## config.mk

```make
export PLATFORM = sky130hd
export DESIGN_NAME = ram_host_sequencer_flat
export DESIGN_NICKNAME = d
export VERILOG_FILES = /design/src/rtl/ram_seq_pkg.sv /design/src/rtl/ram_host_sequencer_if.sv /design/src/rtl/ram_host_sequencer.sv /design/src/flat_wrapper.sv
export SDC_FILE = /design/constraint.sdc
export NUM_CORES = 1
export LEC_CHECK = 0
export CAP_MARGIN = 20
export CORE_ASPECT_RATIO = 0.9
export CORE_MARGIN = 1.5
export CORE_UTILIZATION = 43
export CTS_CLUSTER_DIAMETER = 50
export DETAILED_ROUTE_END_ITERATION = 8
export PLACE_DENSITY_LB_ADDON = 0.2
export SLEW_MARGIN = 30
export SYNTH_ARGS = -nofsm -noshare
export SYNTH_HDL_FRONTEND = slang
export SYNTH_SLANG_ARGS = --single-unit
```

## constraint.sdc

```tcl
create_clock -name clk -period 4.5 [get_ports clk]
set_input_delay 0.9 -clock clk [delete_from_list [all_inputs] [get_ports clk]]
set_output_delay 0.9 -clock clk [all_outputs]
set_load 0.01 [all_outputs]
```

## src/rtl/ram_seq_pkg.sv

```systemverilog
// ----------------------------------------------------------------------------
// ram_seq_pkg
// Shared types and constants for the RAM host sequencer.
//   state_t  : sequencer FSM states
//   RAM_AW   : byte address width of the RAM wrapper
//   OP_BIT   : bit of the header byte that selects write (1) / read (0)
//   LEN_W    : width of the burst length field
// ----------------------------------------------------------------------------
package ram_seq_pkg;

   localparam int RAM_AW = 7;
   localparam int OP_BIT = 7;
   localparam int LEN_W  = 8;

   typedef enum logic [2:0] {
      IDLE     = 3'd0,
      GET_LEN  = 3'd1,
      WR_DATA  = 3'd2,
      WR_ISSUE = 3'd3,
      RD_ISSUE = 3'd4,
      RD_WAIT  = 3'd5,
      RD_HOLD  = 3'd6
   } state_t;

endpackage

```

## src/rtl/ram_host_sequencer_if.sv

```systemverilog
// ----------------------------------------------------------------------------
// ram_host_sequencer_if
// Bundles the host byte streams and the RAM wrapper pins of the sequencer.
//   cmd_data/cmd_valid/cmd_ready : host -> sequencer byte stream
//   rsp_data/rsp_valid/rsp_ready : sequencer -> host read-byte stream
//   ram_ui_in/ram_uio_in/ram_uo_out/ram_rst_n : wrapper pins
//   busy      : sequencer is not idle
//   dbg_state : current FSM state, for observation only
// Modports: master = the sequencer, slave = host/RAM side.
//
// Handshake rule for both streams: a byte moves on a rising clk edge where
// valid and ready are both high. The source holds data stable and keeps
// valid high until that edge; ready may change freely and never depends on
// the same cycle's valid.
// ----------------------------------------------------------------------------
interface ram_host_sequencer_if;
   import ram_seq_pkg::*;

   logic [7:0] cmd_data;
   logic       cmd_valid;
   logic       cmd_ready;
   logic [7:0] rsp_data;
   logic       rsp_valid;
   logic       rsp_ready;
   logic [7:0] ram_ui_in;
   logic [7:0] ram_uio_in;
   logic [7:0] ram_uo_out;
   logic       ram_rst_n;
   logic       busy;
   state_t     dbg_state;

   modport master (
      input  cmd_data, cmd_valid, rsp_ready, ram_uo_out,
      output cmd_ready, rsp_data, rsp_valid, ram_ui_in, ram_uio_in,
             ram_rst_n, busy, dbg_state
   );

   modport slave (
      output cmd_data, cmd_valid, rsp_ready, ram_uo_out,
      input  cmd_ready, rsp_data, rsp_valid, ram_ui_in, ram_uio_in,
             ram_rst_n, busy, dbg_state
   );

endinterface

```

## src/rtl/ram_host_sequencer.sv

```systemverilog
// ----------------------------------------------------------------------------
// ram_host_sequencer
// Turns framed host bytes into burst writes/reads on a byte-lane RAM
// wrapper and returns read bytes on a response stream.
//   Frame: {op, start_addr[6:0]}, L, then L+1 data bytes for writes.
//   The burst moves L+1 bytes; the 7-bit address wraps 127 -> 0.
// Ports:
//   clk  : single clock
//   rst  : synchronous, active-high reset
//   bus  : ram_host_sequencer_if.master (host streams + wrapper pins)
// Parameter:
//   RD_LAT : cycles from read address on ram_ui_in to ram_uo_out valid (1..3)
// ----------------------------------------------------------------------------
module ram_host_sequencer
   import ram_seq_pkg::*;
#(
   parameter int RD_LAT = 1
) (
   input  logic                 clk,
   input  logic                 rst,
   ram_host_sequencer_if.master bus
);

   state_t              state, state_n;
   logic [RAM_AW-1:0]   addr, addr_n;
   logic [LEN_W-1:0]    cnt, cnt_n;
   logic                op, op_n;
   logic [1:0]          lat_cnt, lat_n;
   logic [7:0]          ui_q, ui_n;
   logic [7:0]          uio_q, uio_n;
   logic [7:0]          rsp_data_q, rsp_data_n;
   logic                rsp_valid_q, rsp_valid_n;
   logic                busy_q, busy_n;
   logic                cmd_ready;
   logic                accept;

   // Host bytes are only taken while parsing a frame or collecting write data.
   assign cmd_ready = (state == IDLE) || (state == GET_LEN) || (state == WR_DATA);
   assign accept    = bus.cmd_valid && cmd_ready;

   always_comb begin
      state_n     = state;
      addr_n      = addr;
      cnt_n       = cnt;
      op_n        = op;
      lat_n       = lat_cnt;
      // WE defaults low; the address/data lanes keep their last value so the
      // wrapper's byte select never glitches.
      ui_n        = {1'b0, ui_q[6:0]};
      uio_n       = uio_q;
      rsp_data_n  = rsp_data_q;
      rsp_valid_n = rsp_valid_q;

      case (state)
         IDLE: begin
            if (accept) begin
               addr_n  = bus.cmd_data[RAM_AW-1:0];
               op_n    = bus.cmd_data[OP_BIT];
               state_n = GET_LEN;
            end
         end
         GET_LEN: begin
            if (accept) begin
               cnt_n   = bus.cmd_data;
               state_n = op ? WR_DATA : RD_ISSUE;
            end
         end
         WR_DATA: begin
            if (accept) begin
               ui_n    = {1'b1, addr};
               uio_n   = bus.cmd_data;
               state_n = WR_ISSUE;
            end
         end
         WR_ISSUE: begin
            // WE was raised on entry; the default above drops it at this edge.
            addr_n = addr + 1'b1;
            if (cnt == '0) begin
               state_n = IDLE;
            end else begin
               cnt_n   = cnt - 1'b1;
               state_n = WR_DATA;
            end
         end
         RD_ISSUE: begin
            ui_n    = {1'b0, addr};
            lat_n   = 2'(RD_LAT);
            state_n = RD_WAIT;
         end
         RD_WAIT: begin
            // RD_WAIT lasts RD_LAT cycles; capture on the last of them.
            if (lat_cnt <= 2'd1) begin
               rsp_data_n  = bus.ram_uo_out;
               rsp_valid_n = 1'b1;
               state_n     = RD_HOLD;
            end else begin
               lat_n = lat_cnt - 1'b1;
            end
         end
         RD_HOLD: begin
            if (bus.rsp_ready) begin
               rsp_valid_n = 1'b0;
               addr_n      = addr + 1'b1;
               if (cnt == '0) begin
                  state_n = IDLE;
               end else begin
                  cnt_n   = cnt - 1'b1;
                  state_n = RD_ISSUE;
               end
            end
         end
         default: begin
            state_n = IDLE;
         end
      endcase

      // busy is registered from the next state so it lines up with state.
      busy_n = (state_n != IDLE);
   end

   always_ff @(posedge clk) begin
      if (rst) begin
         state       <= IDLE;
         addr        <= '0;
         cnt         <= '0;
         op          <= 1'b0;
         lat_cnt     <= '0;
         ui_q        <= 8'h00;
         uio_q       <= 8'h00;
         rsp_data_q  <= 8'h00;
         rsp_valid_q <= 1'b0;
         busy_q      <= 1'b0;
      end else begin
         state       <= state_n;
         addr        <= addr_n;
         cnt         <= cnt_n;
         op          <= op_n;
         lat_cnt     <= lat_n;
         ui_q        <= ui_n;
         uio_q       <= uio_n;
         rsp_data_q  <= rsp_data_n;
         rsp_valid_q <= rsp_valid_n;
         busy_q      <= busy_n;
      end
   end

   assign bus.cmd_ready  = cmd_ready;
   assign bus.rsp_data   = rsp_data_q;
   assign bus.rsp_valid  = rsp_valid_q;
   assign bus.ram_ui_in  = ui_q;
   assign bus.ram_uio_in = uio_q;
   assign bus.ram_rst_n  = ~rst;
   assign bus.busy       = busy_q;
   assign bus.dbg_state  = state;

endmodule

```

## src/flat_wrapper.sv

```systemverilog
// flat-port wrapper written by rule: the top's interface ports become plain ports
module ram_host_sequencer_flat import ram_seq_pkg::*;
#(
   parameter int RD_LAT = 1
)
  (clk, rst, bus_cmd_data, bus_cmd_valid, bus_rsp_ready, bus_ram_uo_out, bus_cmd_ready, bus_rsp_data, bus_rsp_valid, bus_ram_ui_in, bus_ram_uio_in, bus_ram_rst_n, bus_busy, bus_dbg_state);
  ram_host_sequencer_if bus_i ();
  input  logic clk;
  input  logic rst;
  input wire logic [$bits(bus_i.cmd_data)-1:0] bus_cmd_data;
  input wire logic [$bits(bus_i.cmd_valid)-1:0] bus_cmd_valid;
  input wire logic [$bits(bus_i.rsp_ready)-1:0] bus_rsp_ready;
  input wire logic [$bits(bus_i.ram_uo_out)-1:0] bus_ram_uo_out;
  output wire logic [$bits(bus_i.cmd_ready)-1:0] bus_cmd_ready;
  output wire logic [$bits(bus_i.rsp_data)-1:0] bus_rsp_data;
  output wire logic [$bits(bus_i.rsp_valid)-1:0] bus_rsp_valid;
  output wire logic [$bits(bus_i.ram_ui_in)-1:0] bus_ram_ui_in;
  output wire logic [$bits(bus_i.ram_uio_in)-1:0] bus_ram_uio_in;
  output wire logic [$bits(bus_i.ram_rst_n)-1:0] bus_ram_rst_n;
  output wire logic [$bits(bus_i.busy)-1:0] bus_busy;
  output wire logic [$bits(bus_i.dbg_state)-1:0] bus_dbg_state;
  assign bus_i.cmd_data = bus_cmd_data;
  assign bus_i.cmd_valid = bus_cmd_valid;
  assign bus_i.rsp_ready = bus_rsp_ready;
  assign bus_i.ram_uo_out = bus_ram_uo_out;
  assign bus_cmd_ready = bus_i.cmd_ready;
  assign bus_rsp_data = bus_i.rsp_data;
  assign bus_rsp_valid = bus_i.rsp_valid;
  assign bus_ram_ui_in = bus_i.ram_ui_in;
  assign bus_ram_uio_in = bus_i.ram_uio_in;
  assign bus_ram_rst_n = bus_i.ram_rst_n;
  assign bus_busy = bus_i.busy;
  assign bus_dbg_state = bus_i.dbg_state;
  ram_host_sequencer #(.RD_LAT(RD_LAT)) u_core (.clk(clk), .rst(rst), .bus(bus_i));
endmodule
```

==> results.toml <==
[outcome]
status = "completed"

[placement]
dp.cells = 385
dp_hpwl_um = 4054
dp_slack_ns = 1.375
placed_area_sq_mm = 0.002868
portBuffers = 50
place_congestion = 0.9188

[synthesis]
syn_nets = 307
syn-instance-count = 284
synthXorXnorAreaFrac = 0.01064
synthAdderAreaFrac = 0.01596
ys.flop_type = "dfxtp_1"
synth_area_per_cell_sq_um = 8.283
synth-simple-area-share = 0.2463
synth_compound_area_frac = 0.2415
async_reset_ff_frac = 0
yosysMostFrequentCell = "nand2_1"
synth_top_family_by_area = "simple AND/OR/NAND/NOR gates"
yosysTopAreaCell = "dfxtp_1"
synth_common_cells = "49 x nand2_1, 47 x dfxtp_1, 28 x a21oi_1"
synth-edff-count = 0
yosysWarnings = 0
synthesis.area_sq_mm = 0.002352
ys_top_cells_by_area = "dfxtp_1 40%, nand2_1 7.8%, a21oi_1 6.0%"
muxShareOfSynthArea = 0.03404
synth-seq-area-share = 0.4000
netlist.area_leader.share = 0.4000
synth-seq-cells = 47
ys_types = 63

[sta]
clock-skew-final_ns = 0.006765
setup_violations = 0
period_minus_slack_ns = 3.117
hold_violations = 0
worst_slack_ns = 1.383
timing.final.crit_share = 0.6926
fmax_ghz = 0.3208
max_slew.worst_pin.slew_ns = 0.8872
setup_tns_ns = 0
fin_hold_ws_ns = 0.4560
rsz0062_at_grt = "no"
maxSlewViolCount = 0
maxSlewHeadroom = 0.4077

[global_routing]
grt_start_max_net_pins = 45
grt.total_usage = 0.2068
antenna_found_initial = 0
grt_overflow = 0
grt_pass1_vias = 1993
grt_pass1_wl_um = 9535

[final_layout]
nets = 348
instances_no_fill = 392
fin_area_sq_mm = 0.002955
area_growth_pct = 25.64
antenna_cells = 0
utilization = 0.5624
layout-drive-gt1-share = 0.07385

[critical_path]
startpoint_type = "input pin"
worstPathArrival_ns = 2.22
criticalPathCategory = "in2out"
critPathRequiredTime_ns = 3.60
rrSetupSlack_ns = 2.08
path_max_fanout = 10
crit_path_end_kind = "primary output"

[power]
netSwitchingPower_mw = 0.2489
pwr-share-comb = 0.184
p_leak_nw = 0.9747
p_per_area_mw_per_mm2 = 297.7
netSwitchingFraction = 0.2829
peakVddDrop_uv = 201.5
power.share.clock = 0.292
seq_power_share = 0.524
fin_total_pwr_mw = 0.8799
internal-power_mw = 0.6310

[floorplan]
fp.dieW_um = 80.96
rows = 25
io_pins = 51
die_y_um = 73.17
dieArea_sq_mm = 0.005923
core-area_sq_mm = 0.005255
start_util = 0.4476

[clock_network]
cts_buffer_depth = 2
cts_resized = 0
cts_tree = "built"
clock_latency_ns = 0.30
post_cts_buffers = 0
cts_buffers = 5
cts_hold_buf = 0
htreeDepth = 2
clockRootBuffer = "clkbuf_8"
clk_pin_slew_worst_paths_ns = 0.08
cts_sinks = 47

[routing]
drt-initial-drc-count = 116
wl_um = 5849
vias_per_cell = 5.620
ant_nets = 0
via_count = 2203
drt_pass1_iterations = 4
wl_per_cell_um = 14.92
drc_errors = 0

[worst_hold_path]
hold_class = "reg2reg"

[job]
max-cap-violations = 0
[power groups by stage]
| stage | Combinational [mW] | Sequential (mW) | Clock (mW) |
|---|---|---|---|
| 3_3_place_gp | 0.159 | 0.469 | 0 |
| 4_1_cts | 0.162 | 0.461 | 0.265 |
| 2_1_floorplan | 0.111 | 0.459 | 0 |
| 6_report | 0.162 | 0.461 | 0.257 |
| 3_5_place_dp | 0.162 | 0.470 | 0 |
| 5_1_grt | 0.178 | 0.464 | 0.281 |
[area by class of cell]
| type | instances | area [sq um] |
|---|---|---|
| clock buffers | 6 | 82.58 |
| clock inverters | 1 | 5.005 |
| fillers | 523 | 2300 |
| inverters | 10 | 37.54 |
| multi-input cells | 210 | 1297 |
| flip-flops and latches | 47 | 940.9 |
| well taps | 67 | 83.83 |
| repair buffers | 51 | 508.0 |
[state kept, by name (all words and copies together) (netlist names), 2 cells and up]
signal / cells
u_core.lat_cnt: 2
u_core.bus.rsp_data: 8
u_core.addr: 7
u_core.bus.ram_uio_in: 8
u_core.bus.dbg_state: 3
u_core.bus.ram_ui_in: 8
u_core.cnt: 8
[layer usage]
metal  vias to the layer above  part of all wire  GRT usage  wire length (um)
met1                      1016              0.49     0.2883              2838
met3                         7             0.067    0.04750               389
met5                         -                 0          0                 0
li1                       1103                 -          -                 -
met2                        77              0.44     0.3130              2550
met4                         0             0.012    0.07088                72
[layout by cell type (no fill, tap or decap), types with 2 or more instances in the layout]
cell type / synthesis / final
nand3b_1: 2 / 2
nor3_1: 9 / 9
o21ai_0: 8 / 8
o22ai_1: 2 / 2
a2bb2oi_1: 2 / 2
a311oi_1: 3 / 3
o21a_1: 2 / 2
nor2_1: 20 / 20
a211oi_1: 3 / 3
a21oi_2: 2 / 2
nand2_1: 49 / 49
nand3_1: 5 / 5
inv_1: 9 / 9
nor4_1: 3 / 3
and2b_1: 2 / 2
o32ai_1: 7 / 7
a21boi_0: 3 / 3
a31oi_1: 2 / 2
a21oi_1: 28 / 28
o22a_1: 3 / 3
clkbuf_8: 0 / 6
clkdlybuf4s50_1: 0 / 50
ha_1: 3 / 3
mux2i_1: 8 / 8
nand2b_1: 4 / 4
o211a_1: 2 / 2
a22oi_1: 5 / 5
o211ai_1: 2 / 2
dfxtp_1: 47 / 47
or3_1: 2 / 2
[logic make-up after synthesis]
logic type      after synthesis
compound gates               83
fa+ha+maj                     3
mux                           8
buf+inv                      27
xor+xnor                      2
flops                        47
simple gates                114
[final timing paths]
check,startpoint,endpoint,depth (start not counted)
worst max-delay path,rst,bus_ram_rst_n,3
worst max register to register,u_core.bus.dbg_state[0]$_SDFF_PP0_,u_core.cnt[0]$_SDFFE_PP0P_,4
worst min-delay path,u_core.bus.rsp_data[6]$_SDFFE_PP0P_,u_core.bus.rsp_data[6]$_SDFFE_PP0P_,2
worst min register to register,u_core.bus.rsp_data[6]$_SDFFE_PP0P_,u_core.bus.rsp_data[6]$_SDFFE_PP0P_,2
[critical path, cell delays in order]
cell             delay, ns
clkdlybuf4s50_1       0.48
clkinv_1              0.26
clkdlybuf4s50_1       0.58
Power figures use the tool's default switching activity.
